`config.mk`:
```
export PLATFORM = sky130hd
export DESIGN_NAME = conv_bin_engine
export DESIGN_NICKNAME = d
export VERILOG_FILES = /design/src/rtl/conv_pkg.sv /design/src/rtl/conv_win_addr_gen.sv /design/src/rtl/conv_bin_engine.sv
export SDC_FILE = /design/constraint.sdc
export NUM_CORES = 1
export LEC_CHECK = 0
export BUFFER_PORTS_ARGS = -buffer_cell sky130_fd_sc_hd__buf_2
export CORE_MARGIN = 2
export CORE_UTILIZATION = 42
export DETAILED_ROUTE_END_ITERATION = 7
export HOLD_SLACK_MARGIN = 0.02
export PLACE_DENSITY = 0.69
export SLEW_MARGIN = 20
export SYNTH_ARGS = -nofsm -noshare
export SYNTH_HDL_FRONTEND = slang
export SYNTH_SLANG_ARGS = --single-unit
```
`constraint.sdc`:
```
create_clock -name clk -period 6.8 [get_ports clk]
set_input_delay 1.02 -clock clk [delete_from_list [all_inputs] [get_ports clk]]
set_output_delay 1.02 -clock clk [all_outputs]
set_load 0.01 [all_outputs]
```
`src/rtl/conv_pkg.sv`:
```
// Shared types and constant helpers for the binary-weight convolution engine.
package conv_pkg;

    typedef enum logic [2:0] {
        IDLE,
        KLOAD,
        KLATCH,
        MAC,
        DRAIN,
        WRITE,
        DONE
    } conv_state_e;

    // Ceiling log2, floored at 1 so single-entry address spaces still get a real bit.
    function automatic int clog2(input int n);
        int r;
        r = 0;
        for (int v = n - 1; v > 0; v = v >> 1) begin
            r++;
        end
        return (r < 1) ? 1 : r;
    endfunction

endpackage

```
`src/rtl/conv_win_addr_gen.sv`:
```
// Window/tap/kernel counters and the image and output address arithmetic they imply.
module conv_win_addr_gen
    import conv_pkg::*;
#(
    parameter int IMG_W    = 28,
    parameter int K        = 5,
    parameter int STRIDE   = 1,
    parameter int NUM_KERN = 6,
    parameter int OUT_W    = 24,
    parameter int OUT_H    = 24,
    parameter int IMG_AW   = 10,
    parameter int OUT_AW   = 12,
    parameter int KERN_AW  = 3,
    parameter int TAP_W    = 5
)(
    input  logic               clk,
    input  logic               rst,
    input  logic               i_clr,
    input  logic               i_tap_step,
    input  logic               i_win_step,
    output logic [IMG_AW-1:0]  o_img_addr,
    output logic [OUT_AW-1:0]  o_out_addr,
    output logic [KERN_AW-1:0] o_kern,
    output logic [TAP_W-1:0]   o_tap,
    output logic               o_last_tap,
    output logic               o_last_col,
    output logic               o_last_row,
    output logic               o_last_kern
);

    localparam int RW = clog2(K);
    localparam int CW = clog2(OUT_W);
    localparam int HW = clog2(OUT_H);

    logic [TAP_W-1:0]   r_tap;
    logic [RW-1:0]      r_tap_r;
    logic [RW-1:0]      r_tap_c;
    logic [CW-1:0]      r_col;
    logic [HW-1:0]      r_row;
    logic [KERN_AW-1:0] r_kern;
    logic               w_last_tap_c;

    assign w_last_tap_c = (r_tap_c == RW'(K - 1));
    assign o_last_tap   = (r_tap == TAP_W'(K * K - 1));
    assign o_last_col   = (r_col == CW'(OUT_W - 1));
    assign o_last_row   = (r_row == HW'(OUT_H - 1));
    assign o_last_kern  = (r_kern == KERN_AW'(NUM_KERN - 1));

    // Tap position is kept as (row, col) inside the window so no divider is needed.
    always_ff @(posedge clk) begin
        if (rst || i_clr) begin
            r_tap   <= '0;
            r_tap_r <= '0;
            r_tap_c <= '0;
            r_col   <= '0;
            r_row   <= '0;
            r_kern  <= '0;
        end else begin
            if (i_tap_step) begin
                if (o_last_tap) begin
                    r_tap   <= '0;
                    r_tap_r <= '0;
                    r_tap_c <= '0;
                end else begin
                    r_tap <= r_tap + TAP_W'(1);
                    if (w_last_tap_c) begin
                        r_tap_c <= '0;
                        r_tap_r <= r_tap_r + RW'(1);
                    end else begin
                        r_tap_c <= r_tap_c + RW'(1);
                    end
                end
            end
            if (i_win_step) begin
                if (o_last_col) begin
                    r_col <= '0;
                    if (o_last_row) begin
                        r_row  <= '0;
                        r_kern <= o_last_kern ? '0 : r_kern + KERN_AW'(1);
                    end else begin
                        r_row <= r_row + HW'(1);
                    end
                end else begin
                    r_col <= r_col + CW'(1);
                end
            end
        end
    end

    assign o_img_addr = IMG_AW'((32'(r_row) * STRIDE + 32'(r_tap_r)) * IMG_W
                                + 32'(r_col) * STRIDE + 32'(r_tap_c));
    assign o_out_addr = OUT_AW'(32'(r_kern) * OUT_H * OUT_W + 32'(r_row) * OUT_W + 32'(r_col));
    assign o_kern     = r_kern;
    assign o_tap      = r_tap;

endmodule

```
`src/rtl/conv_bin_engine.sv`:
```
// Binary-weight KxK convolution over an image RAM, one signed sum and threshold bit per window.
module conv_bin_engine
    import conv_pkg::*;
#(
    parameter int  IMG_W    = 28,
    parameter int  IMG_H    = 28,
    parameter int  K        = 5,
    parameter int  STRIDE   = 1,
    parameter int  PIX_W    = 8,
    parameter int  NUM_KERN = 6,
    localparam int OUT_W    = (IMG_W - K) / STRIDE + 1,
    localparam int OUT_H    = (IMG_H - K) / STRIDE + 1,
    localparam int ACC_W    = PIX_W + clog2(K * K) + 1,
    localparam int IMG_AW   = clog2(IMG_W * IMG_H),
    localparam int KERN_AW  = clog2(NUM_KERN),
    localparam int OUT_AW   = clog2(NUM_KERN * OUT_W * OUT_H)
)(
    input  logic               clk,
    input  logic               rst,
    input  logic               start,
    input  logic [ACC_W-1:0]   threshold,
    output logic               busy,
    output logic               done,
    output logic [IMG_AW-1:0]  img_addr,
    input  logic [PIX_W-1:0]   img_data,
    output logic [KERN_AW-1:0] kern_addr,
    input  logic [K*K-1:0]     kern_data,
    output logic               out_we,
    output logic [OUT_AW-1:0]  out_addr,
    output logic               out_bit,
    output logic [ACC_W-1:0]   out_sum,
    output logic [2:0]         dbg_state
);

    localparam int TAP_W = clog2(K * K);

    conv_state_e               r_state;
    conv_state_e               w_next;
    logic signed [ACC_W-1:0]   r_acc;
    logic signed [ACC_W-1:0]   r_thresh;
    logic [K*K-1:0]            r_kern;
    logic [OUT_AW-1:0]         r_out_addr;
    logic signed [ACC_W-1:0]   r_out_sum;
    logic                      r_out_bit;

    logic                      w_accept;
    logic                      w_acc_en;
    logic [TAP_W-1:0]          w_tap;
    logic [TAP_W-1:0]          w_bit_idx;
    logic                      w_last_tap;
    logic                      w_last_col;
    logic                      w_last_row;
    logic                      w_last_kern;
    logic [OUT_AW-1:0]         w_out_addr;
    logic signed [ACC_W-1:0]   w_pix;
    logic signed [ACC_W-1:0]   w_acc_next;

    conv_win_addr_gen #(
        .IMG_W    (IMG_W),
        .K        (K),
        .STRIDE   (STRIDE),
        .NUM_KERN (NUM_KERN),
        .OUT_W    (OUT_W),
        .OUT_H    (OUT_H),
        .IMG_AW   (IMG_AW),
        .OUT_AW   (OUT_AW),
        .KERN_AW  (KERN_AW),
        .TAP_W    (TAP_W)
    ) u_addr_gen (
        .clk         (clk),
        .rst         (rst),
        .i_clr       (w_accept),
        .i_tap_step  (r_state == MAC),
        .i_win_step  (r_state == WRITE),
        .o_img_addr  (img_addr),
        .o_out_addr  (w_out_addr),
        .o_kern      (kern_addr),
        .o_tap       (w_tap),
        .o_last_tap  (w_last_tap),
        .o_last_col  (w_last_col),
        .o_last_row  (w_last_row),
        .o_last_kern (w_last_kern)
    );

    assign w_accept = (r_state == IDLE) && start;

    always_comb begin
        w_next = r_state;
        case (r_state)
            IDLE:    if (start) w_next = KLOAD;
            KLOAD:   w_next = KLATCH;
            KLATCH:  w_next = MAC;
            MAC:     if (w_last_tap) w_next = DRAIN;
            DRAIN:   w_next = WRITE;
            WRITE: begin
                if (w_last_col && w_last_row) w_next = w_last_kern ? DONE : KLOAD;
                else                          w_next = MAC;
            end
            DONE:    w_next = IDLE;
            default: w_next = IDLE;
        endcase
    end

    // Image data lags its address by one cycle: MAC tap t adds tap t-1, DRAIN adds the last tap.
    assign w_acc_en   = ((r_state == MAC) && (w_tap != '0)) || (r_state == DRAIN);
    assign w_bit_idx  = (r_state == DRAIN) ? TAP_W'(K * K - 1) : (w_tap - TAP_W'(1));
    assign w_pix      = $signed(ACC_W'(img_data));
    assign w_acc_next = r_kern[w_bit_idx] ? (r_acc + w_pix) : (r_acc - w_pix);

    always_ff @(posedge clk) begin
        if (rst) begin
            r_state    <= IDLE;
            r_acc      <= '0;
            r_thresh   <= '0;
            r_kern     <= '0;
            r_out_addr <= '0;
            r_out_sum  <= '0;
            r_out_bit  <= 1'b0;
        end else begin
            r_state <= w_next;
            if (w_accept) r_thresh <= $signed(threshold);
            if (r_state == KLATCH) begin
                r_kern <= kern_data;
                r_acc  <= '0;
            end else if (r_state == WRITE) begin
                r_acc <= '0;
            end else if (w_acc_en) begin
                r_acc <= w_acc_next;
            end
            if (r_state == DRAIN) begin
                r_out_sum  <= w_acc_next;
                r_out_bit  <= (w_acc_next >= r_thresh);
                r_out_addr <= w_out_addr;
            end
        end
    end

    assign busy      = (r_state != IDLE);
    assign done      = (r_state == DONE);
    assign out_we    = (r_state == WRITE);
    assign out_addr  = r_out_addr;
    assign out_sum   = r_out_sum;
    assign out_bit   = r_out_bit;
    assign dbg_state = r_state;

endmodule

```
==> run summary <==
Outcome: finished clean
P_int: 1.010 mW
PwrDens: 176.1 nW/um2
Wirelength per Cell: 13.68 um
Syn_area_per_cell: 7.956 um2
PortBufs: 95
Placer's final routability congestion estimate: 0.8623
CTS tree: built
Gr ovfl total: 0
Via density per instance: 5.093
Clk Tree Root Cell: clkbuf_16
# clock sinks: 107
Post-synth top area share: 30.66%
Vias: 5,995
RSZ-0062 raised after global routing: false
EDFF count, synth: 0
Total GRT Usage: 18.93%
Hold Vio Cnt, Final: 0
Max_cap viols: 0
CTS Buf Count: 9
Fmax: 0.1594 GHz
CP max stage cell: dfxtp_1
Placed wire-length estimate: 12.16 mm
Synth top cells by count: 178 x nand2_1, 123 x a21oi_1, 107 x dfxtp_1, 75 x ha_1, 55 x inv_1
Initial Util: 42.58%
# setup viols final: 0
Reg2reg path depth: 24
Final core occ: 48.20%
Floorplan row count: 47
Post-synthesis cell count: 878
Worst EP arrival: 6.48 ns
Yosys Warn Count: 0
Most numerous cell in the Yosys netlist: nand2_1
Synth unique cells: 65
LEAKAGE: 3.518 nW
Clk Latency, worst-skew pair: 0.36 ns
Worst IR Drop VDD: 0.1359 mV
Worst hold path type: reg -> reg
DIE AREA: 17,680 um2
Max Slew Vio Count: 0
Post-CTS Resized: 0
Setup TNS: 0 ns
Worst Setup SP: u_addr_gen.o_tap[0]
CTS Hold Bufs: 0
Global-route wire length before repair: 27.34 mm
Total power: 1.393 mW
Seq pwr share: 47.6%
Worst stage delay on the critical path: 0.60 ns
Worst-path clk slew: 0.07 ns
IO Count: 96
Required time of the critical path: 7.01 ns
Post-Syn Nets: 1,018
Post-DP Area: 7612 um2
Fin crit share: 92.26%
Ys async rst share: 0%
Switching Fraction: 27.51%
Reg-to-Reg Start: u_addr_gen.o_tap[0]
Crit path time final: 6.274 ns
Combinational share of power: 15.3%
CP Max Fanout: 16
Nets: 1,092
Core Area: 16,410 um2
Setup Fix Bufs, Post-CTS: 0
Crit Reg-Reg Endpoint: out_bit
Fin Clk Skew: 0.006271 ns
Slew margin rel.: 32.76%
Crit end category: flip-flop
Min-Delay Path Depth: 2
FF-to-FF setup slack: 0.53 ns
Die X: 133.0 um
Delay-heaviest family, CP: compound AO/OA/AOI/OAI gates
CTS max path bufs: 2
Crit-path cells: clkinv_1 > ha_1 > nand2b_1 > o22ai_1 > a21oi_2 > mux2i_1 > a211oi_2 > or2_1 > nor2_1 > xor2_1 > ha_1 > a21oi_1 > nand2_1 > a31oi_1 > o21ai_0 > o41ai_1 > mux2i_1 > or2_2 > ha_1 > a31oi_1 > a21oi_1 > a221o_1 > o21ai_0 > a21oi_1
Area leader, netlist: dfxtp_1
Cell Area, Synth: 6985 um2
Layout Area Growth over Synthesis: 13.20%
Antenna Cells: 0
Synth Register Bits: 107
Dominant synthesized flop cell: dfxtp_1
Setup crit end: out_bit
Area contributors post-synth: dfxtp_1 31%, ha_1 13%, nand2_1 9.6%
CTS H-tree depth: 3
Fraction of layout cells with a size suffix above 1: 13.90%
WP depth: 24
Clock power frac: 37.2%
WL final: 16.10 mm
Post-DRT Antenna Nets: 0
Layout fillers: 1,655
Worst setup SP type: flip-flop
Initial antenna violation count: 0
Largest net degree at the start of global routing: 72
NetSw: 0.3832 mW
Cell area after layout: 7908 um2
Chip height: 133.0 um
Vias in the first global route: 5,753
Worst-Margin Slew: 0.9994 ns
Buffers & Inverters on Critical Path: 1
Kind of critical path: reg -> reg
Iteration-0 DRC Markers: 356
Router iterations before antenna repair: 4
DRC viols: 0
Fin Hold WS: 0.4520 ns
Sequential-to-total area share from yosys stat: 30.66%
[worst reg2reg max path: stages, from the launching register on]
cell and delay (ns):
dfxtp_1 0.60, clkinv_1 0.26, ha_1 0.54, nand2b_1 0.21, o22ai_1 0.11, a21oi_2 0.16
mux2i_1 0.09, a211oi_2 0.43, or2_1 0.37, nor2_1 0.10, xor2_1 0.20, ha_1 0.29
a21oi_1 0.13, nand2_1 0.10, a31oi_1 0.27, o21ai_0 0.19, o41ai_1 0.49, mux2i_1 0.19
or2_2 0.32, ha_1 0.29, a31oi_1 0.13, a21oi_1 0.08, a221o_1 0.35, o21ai_0 0.14
a21oi_1 0.08
[area by class of cell]
cell class / instances / area [um2] / share of cell area [%]
Clock buffer: 13 / 270.3 / 3.418
Timing Repair Buffer: 99 / 505.5 / 6.392
Clock inverter: 3 / 21.27 / 0.2690
Multi-Input combinational cell: 677 / 4476 / 56.60
Tap cell: 220 / 275.3 / 3.481
Inverter: 58 / 217.7 / 2.753
Sequential cell: 107 / 2142 / 27.09
[flip-flops by register name, indices dropped and copies added (netlist names)]
| signal | flops |
|---|---|
| out_bit | 1 |
| dbg_state | 3 |
| u_addr_gen.r_tap_r | 3 |
| r_acc | 14 |
| u_addr_gen.o_tap | 5 |
| u_addr_gen.r_tap_c | 3 |
| r_kern | 25 |
| out_sum | 14 |
| u_addr_gen.r_row | 5 |
| u_addr_gen.r_col | 5 |
| r_thresh | 14 |
| u_addr_gen.o_kern | 3 |
| out_addr | 12 |
[layout by cell type (no fill, tap or decap), types with 4 or more instances in the layout]
master     synthesis  routed
a31oi_1            7       7
o21bai_1           6       6
fa_1              15      15
nand2b_1           4       4
nor2_1            54      54
o21ai_0           18      18
dfxtp_1          107     107
nand2_1          178     178
a21o_1            15      15
xor2_1            23      23
nor3_1            25      24
xnor2_1           32      32
nand4_1            7       7
nor2b_1            5       5
nor3b_1            4       4
ha_1              75      75
a211oi_1           7       7
inv_1             55      55
nand3_1           13      13
clkbuf_16          0       9
nor4_1             4       4
buf_4              1       4
or3_1              4       4
o21a_1             5       5
buf_2              4      95
a21oi_1          123     123
[logic make-up (layout without fill, tap and decap cells)]
kind of cell / Yosys count / in the layout / synth area share (%)
XOR/XNOR: 56 / 56 / 7.236
buffers and inverters: 94 / 173 / 5.391
multiplexers: 8 / 8 / 1.522
flip-flops: 107 / 107 / 30.66
AO/OA/AOI/OAI: 206 / 206 / 17.28
adder cells (fa/ha/maj): 90 / 90 / 17.73
AND/OR/NAND/NOR: 317 / 317 / 20.17
[power by group through the flow]
stage,Combinational (mW),Clock [mW],Sequential [mW]
finish,0.213,0.518,0.663
global route,0.241,0.556,0.665
CTS,0.214,0.530,0.663
detailed placement,0.213,0,0.677
global placement,0.209,0,0.677
floorplan,0.155,0,0.671
[metal layers]
metal	track usage, %	vias up	share of wire, %
met5	0	-	0
met4	4.421	0	0.99
met3	4.866	12	4.6
met2	31.87	98	47
met1	24.39	2750	47
li1	-	3135	-
[through the flow]
stage | cells | setup slack (ns)
2_1_floorplan | 878 | 1.678
3_3_place_gp | 1161 | 0.8352
3_5_place_dp | 1161 | 0.5670
4_1_cts | 1177 | 0.5385
5_1_grt | 1177 | 0.06895
6_report | 1177 | 0.5265
[worst min-delay path by stage]
stage / from / end / slack [ns]
after floorplan: r_kern[21] / r_kern[21] / 0.43
after global placement: out_sum[3] / out_sum[3] / 0.44
after detailed placement: out_addr[11] / out_addr[11] / 0.44
after CTS: out_sum[0] / out_sum[0] / 0.45
after global routing: out_addr[9] / out_addr[9] / 0.48
final: out_sum[6] / out_sum[6] / 0.45
Note: power is estimated with default switching activity, not from simulation.
